--- src/rtl/round_timer_pkg.sv ---
// Shared state encoding and default parameters for the round_timer slice.
package round_timer_pkg;

  localparam int unsigned DefWidth      = 6;
  localparam int unsigned DefPreW       = 4;
  localparam int unsigned DefWarnThresh = 2;

  typedef enum logic [1:0] {
    IDLE  = 2'd0,
    RUN   = 2'd1,
    PAUSE = 2'd2,
    DONE  = 2'd3
  } state_e;

endpackage

--- src/rtl/round_timer_tick_prescaler.sv ---
// Prescaler for round_timer: emits a one-cycle tick every tick_div_i+1 enabled cycles.
// tick_div_i is sampled live; a count above it wraps through full scale before ticking.
module tick_prescaler #(
  parameter int unsigned PRE_W = 4
) (
  input  logic             clk_i,
  input  logic             rst_ni,
  input  logic             en_i,
  input  logic             clr_i,
  input  logic [PRE_W-1:0] tick_div_i,
  output logic             tick_c_o
);

  logic [PRE_W-1:0] cnt_q, cnt_d;

  assign tick_c_o = en_i && !clr_i && (cnt_q == tick_div_i);

  always_comb begin
    cnt_d = cnt_q;
    if (clr_i) begin
      cnt_d = '0;
    end else if (en_i) begin
      cnt_d = tick_c_o ? '0 : cnt_q + PRE_W'(1);
    end
  end

  always_ff @(posedge clk_i) begin
    if (!rst_ni) begin
      cnt_q <= '0;
    end else begin
      cnt_q <= cnt_d;
    end
  end

endmodule

--- src/rtl/round_timer.sv ---
// Programmable round countdown timer with pause, abort and auto-reload.
// Optional low-time warning output enabled by defining ROUND_TIMER_WARN_EN.
module round_timer
  import round_timer_pkg::*;
#(
  parameter int unsigned WIDTH       = DefWidth,
  parameter int unsigned PRE_W       = DefPreW,
  parameter int unsigned WARN_THRESH = DefWarnThresh
) (
  input  logic             clk,
  input  logic             reset,
  input  logic             start,
  input  logic             pause,
  input  logic             abort,
  input  logic             auto_reload,
  input  logic [WIDTH-1:0] load_val,
  input  logic [PRE_W-1:0] tick_div,
  output logic [WIDTH-1:0] remaining,
  output logic             running,
  output logic             expired,
  output logic             hit_target,
  output logic             warn
);

  state_e           state_q, state_d;
  logic [WIDTH-1:0] remaining_q, remaining_d;
  logic [WIDTH-1:0] reload_q, reload_d;
  logic             auto_q, auto_d;
  logic             expired_q, expired_d;
  logic             active, idle_like, pre_en, pre_clr, tick;

  assign active    = (state_q == RUN) || (state_q == PAUSE);
  assign idle_like = (state_q == IDLE) || (state_q == DONE);
  assign pre_clr   = abort || (idle_like && start);
  assign pre_en    = active && !pause && !abort;

  tick_prescaler #(
    .PRE_W (PRE_W)
  ) u_pre (
    .clk_i      (clk),
    .rst_ni     (reset),
    .en_i       (pre_en),
    .clr_i      (pre_clr),
    .tick_div_i (tick_div),
    .tick_c_o   (tick)
  );

  // Next-state: abort beats start, start beats pause/tick; a paused cycle never ticks.
  always_comb begin
    state_d     = state_q;
    remaining_d = remaining_q;
    reload_d    = reload_q;
    auto_d      = auto_q;
    expired_d   = 1'b0;
    if (abort) begin
      state_d     = IDLE;
      remaining_d = '0;
    end else begin
      case (state_q)
        IDLE, DONE: begin
          if (start) begin
            reload_d    = load_val;
            auto_d      = auto_reload;
            remaining_d = load_val;
            if (load_val == '0) begin
              state_d   = DONE;
              expired_d = 1'b1;
            end else begin
              state_d = RUN;
            end
          end
        end
        RUN, PAUSE: begin
          state_d = pause ? PAUSE : RUN;
          if (tick) begin
            if (remaining_q == WIDTH'(1)) begin
              expired_d = 1'b1;
              if (auto_q) begin
                remaining_d = reload_q;
              end else begin
                remaining_d = '0;
                state_d     = DONE;
              end
            end else begin
              remaining_d = remaining_q - WIDTH'(1);
            end
          end
        end
      endcase
    end
  end

  always_ff @(posedge clk) begin
    if (!reset) begin
      state_q     <= IDLE;
      remaining_q <= '0;
      reload_q    <= '0;
      auto_q      <= 1'b0;
      expired_q   <= 1'b0;
    end else begin
      state_q     <= state_d;
      remaining_q <= remaining_d;
      reload_q    <= reload_d;
      auto_q      <= auto_d;
      expired_q   <= expired_d;
    end
  end

  assign remaining  = remaining_q;
  assign expired    = expired_q;
  assign running    = active;
  assign hit_target = idle_like;

`ifdef ROUND_TIMER_WARN_EN
  logic warn_q, warn_d;

  // Warning is computed from next-state values so it lines up with remaining.
  assign warn_d = ((state_d == RUN) || (state_d == PAUSE)) &&
                  (remaining_d <= WIDTH'(WARN_THRESH)) && (remaining_d != '0);

  always_ff @(posedge clk) begin
    if (!reset) begin
      warn_q <= 1'b0;
    end else begin
      warn_q <= warn_d;
    end
  end

  assign warn = warn_q;
`else
  assign warn = 1'b0 & (WARN_THRESH != 0);
`endif

endmodule

--- config.mk ---
export PLATFORM = sky130hd
export DESIGN_NAME = round_timer
export DESIGN_NICKNAME = d
export VERILOG_FILES = /design/src/rtl/round_timer_pkg.sv /design/src/rtl/round_timer_tick_prescaler.sv /design/src/rtl/round_timer.sv
export SDC_FILE = /design/constraint.sdc
export NUM_CORES = 1
export LEC_CHECK = 0
export CAP_MARGIN = 5
export CORE_UTILIZATION = 25
export DETAILED_ROUTE_END_ITERATION = 16
export HOLD_SLACK_MARGIN = 0.08
export PLACE_DENSITY_LB_ADDON = 0.2
export SLEW_MARGIN = 5
export SYNTH_ARGS = -nofsm -noshare
export SYNTH_HDL_FRONTEND = slang
export SYNTH_SLANG_ARGS = --single-unit
--- constraint.sdc ---
create_clock -name clk -period 1.5 [get_ports clk]
set_input_delay 0.3 -clock clk [delete_from_list [all_inputs] [get_ports clk]]
set_output_delay 0.3 -clock clk [all_outputs]
set_load 0.02 [all_outputs]
==> impl_metrics.csv <==
group,metric,value,unit
floorplanning,die_w,69.5,µm
synth,synth_compound_area_share,26.2,%
clock_tree,clockBufferDepth,2,
clock_tree,insertion_delay,0.26,ns
sta,period_share,111,%
layout,fin_area,1810,µm²
layout,layout_common_cells,"buf_4 (37), nand2_1 (17), dfxtp_1 (15), clkdlybuf4s50_1 (15), nor2_1 (12)",
synth,ys_seq_elements,20,
synth,yosysSeqAreaShare,35.2,%
clock_tree,clk_pin_slew,0.08,ns
layout,nets,219,
grt,track_usage,14.4,%
drt,postRouteWirelength,3.33,mm
sta,final-max-slew-violation-count,0,
clock_tree,root_buffer,"clkbuf_8",
floorplanning,num_rows,24,
placement,numPortBuffers,24,
sta,rsz0062_at_grt,"yes",
layout,drive_gt1_share,30.7,%
floorplanning,die_h,69.5,µm
clock_tree,cts_tree,"built",
layout,final_cells,251,
floorplanning,dieArea,4830,µm²
placement,gp_congestion,0.733,
sta,fmax,602,MHz
synth,yosys.area_share.simple,21.6,%
sta,hold_viol,0,
synth,yosys-top-cells-area,"dfxtp_1 (35%), o21ai_0 (7.0%), xnor2_1 (6.9%)",
synth,yosys_warnings,0,
sta,setup_viol,13,
status,status,"finished, violations left",
grt,antenna_found_initial,0,
synth,synth.cell_area,1140,µm²
sta,post-route-min-period,1.66,ns
floorplanning,pin_count,26,
layout,area_growth,59.0,%
clock_tree,cts_buffers,3,
placement,dp_cells,244,
clock_tree,cts_sinks,20,
drt,wl_per_cell,13.3,µm
drt,drt-pass1-iter-count,4,
placement,hpwl,2.66,mm
grt,first_global_vias,1164,
layout,diodes,0,
drt,drc,0,
power,power.density,711,nW/µm²
worst_setup_path,crit_required,1.65,ns
synth,synth-xor-area-share,8.46,%
grt,grt_pass1_wl,5.59,mm
drt,routed_via_density,4.75,
synth,synth_fa_ha_area_share,3.30,%
floorplanning,core_area,4350,µm²
drt,drtIter0Drc,31,
worst_setup_path,reg2reg_depth,5,
floorplanning,start_util,26.1,%
worst_setup_path,critical_path.startpoint_type,"flip-flop",
synth,syn_nets,159,
synth,synthMuxAreaShare,0.879,%
hold_path,min_path_type,"reg2reg",
status,violations,"negative setup slack",
worst_setup_path,r2r_slack,-0.16,ns
sta,clock_skew,0.00257,ns
power,ir_drop,0.297,mV
worst_setup_path,worstPathMaxFanout,8,
synth,yosysTopAreaCell,"dfxtp_1",
power,total_power,1290,µW
worst_setup_path,r2r-start,"state_q[1]",
synth,syn_area_per_cell,8.13,µm²
worst_setup_path,cp_data_arrival_time,1.81,ns
synth,yosysTopAreaCellShare,35.2,%
run,drv_cap,0,
placement,place_area,1700,µm²
worst_setup_path,worstReg2RegEnd,"remaining[5]",
grt,overflow,0,
grt,grt_start_max_net_pins,13,
worst_setup_path,endpoint,"remaining[5]",
layout,final_common_cell,"buf_4",
worst_setup_path,cp-end-kind,"flip-flop",
worst_setup_path,crit_start,"state_q[1]",
clock_tree,cts_max_level,1,
synth,synth_top_family_by_area,"compound AO/OA/AOI/OAI gates",
synth,synth_cell_types,37,
sta,final.setup.worst_slack,-0.161,ns
drt,vias,1192,
worst_setup_path,worstSetupPathType,"reg2reg",
drt,postRouteAntennaNets,0,
power,p_leak,0.000742,µW
synth,synth_cells,140,
[area by class of cell]
type	instances	area, µm²
clock buffers	4	45.0
well taps	52	65.1
repair buffers	60	513
fillers	445	2540
flip-flops and latches	20	412
multi-input cells	110	757
inverters	5	18.8
[what timing repair did]
item                                    in CTS  in global routing
pin swaps                                    3                  2
resized for setup                           21                 12
buffers inserted                             2                  1
hold buffers                                 0                  0
endpoints found under the setup margin      26                 21
[through the flow]
step / utilization [%] / TNS [ns] / hold slack (ns) / setup slack, ns
6_report: 41.6 / -1.30 / 0.489 / -0.161
2_1_floorplan: - / -0.129 / 0.442 / -0.0698
5_1_grt: 41.6 / -2.15 / 0.505 / -0.216
4_1_cts: 40.9 / -1.65 / 0.494 / -0.179
3_5_place_dp: 39.0 / -4.72 / 0.482 / -0.388
3_3_place_gp: 39.0 / -4.24 / 0.470 / -0.360
[worst min path at each step]
stage                 from           end  slack, ns  cells after the start
2_1_floorplan  load_val[2]  remaining[2]       0.44                      2
3_3_place_gp   reload_q[1]   reload_q[1]       0.47                      2
3_5_place_dp   reload_q[0]   reload_q[0]       0.48                      2
4_1_cts        reload_q[4]   reload_q[4]       0.49                      2
5_1_grt        reload_q[4]   reload_q[4]       0.51                      2
6_report       reload_q[2]   reload_q[2]       0.49                      2
[state kept, by name (all words and copies together) (netlist names)]
register	cells
auto_q	1
expired	1
reload_q	6
remaining	6
state_q	2
u_pre.cnt_q	4
[power by group]
part	switching, µW	internal, µW	total (µW)
Clock	183	189	372
Sequential	13.9	549	563
Combinational	171	182	353
Total	367	920	1290
[cells by family (layout without fill, tap and decap cells)]
kind of cell               count (synthesis)  count (layout)
AOI/OAI and AO/OA                         42              42
DFF                                       20              20
buffers and inverters                     10              69
other                                      1               1
xor gates and xnor gates                  11              11
and+or+nand+nor                           52              52
adders and majority gates                  3               3
muxes                                      1               1
[critical path: stages, from the launching register on]
cell	delay, ns
dfxtp_2	0.33
xnor2_1	0.12
buf_4	0.15
or3_4	0.37
o31a_4	0.33
a32o_1	0.26
[routing by layer]
metal	vias up	track usage [%]	part of all wire (%)
met1	557	17.1	45
met3	2	1.89	2.3
li1	616	-	-
met5	-	0	0
met2	17	26.5	52
met4	0	4.76	0.75
[cell usage after synthesis]
cell type	instances
a211oi_1	1
a21boi_0	7
a21oi_1	4
a311oi_1	3
a31o_2	1
a31oi_1	3
a32o_1	1
and3_1	1
buf_2	1
buf_4	2
clkbuf_1	2
conb_1	1
dfxtp_1	20
ha_1	3
inv_1	5
mux2i_1	1
nand2_1	19
nand2b_1	1
nand3_1	6
nand3b_1	1
nand4_1	1
nor2_1	13
nor2b_1	1
nor3_1	5
nor3b_2	1
nor4b_1	1
o21ai_0	16
o22ai_1	1
o2bb2ai_1	1
o31a_4	1
o31ai_1	1
o31ai_2	1
o31ai_4	1
or3_1	1
or3_4	1
xnor2_1	9
xor2_1	2
Note: power is estimated with default switching activity, not from simulation.
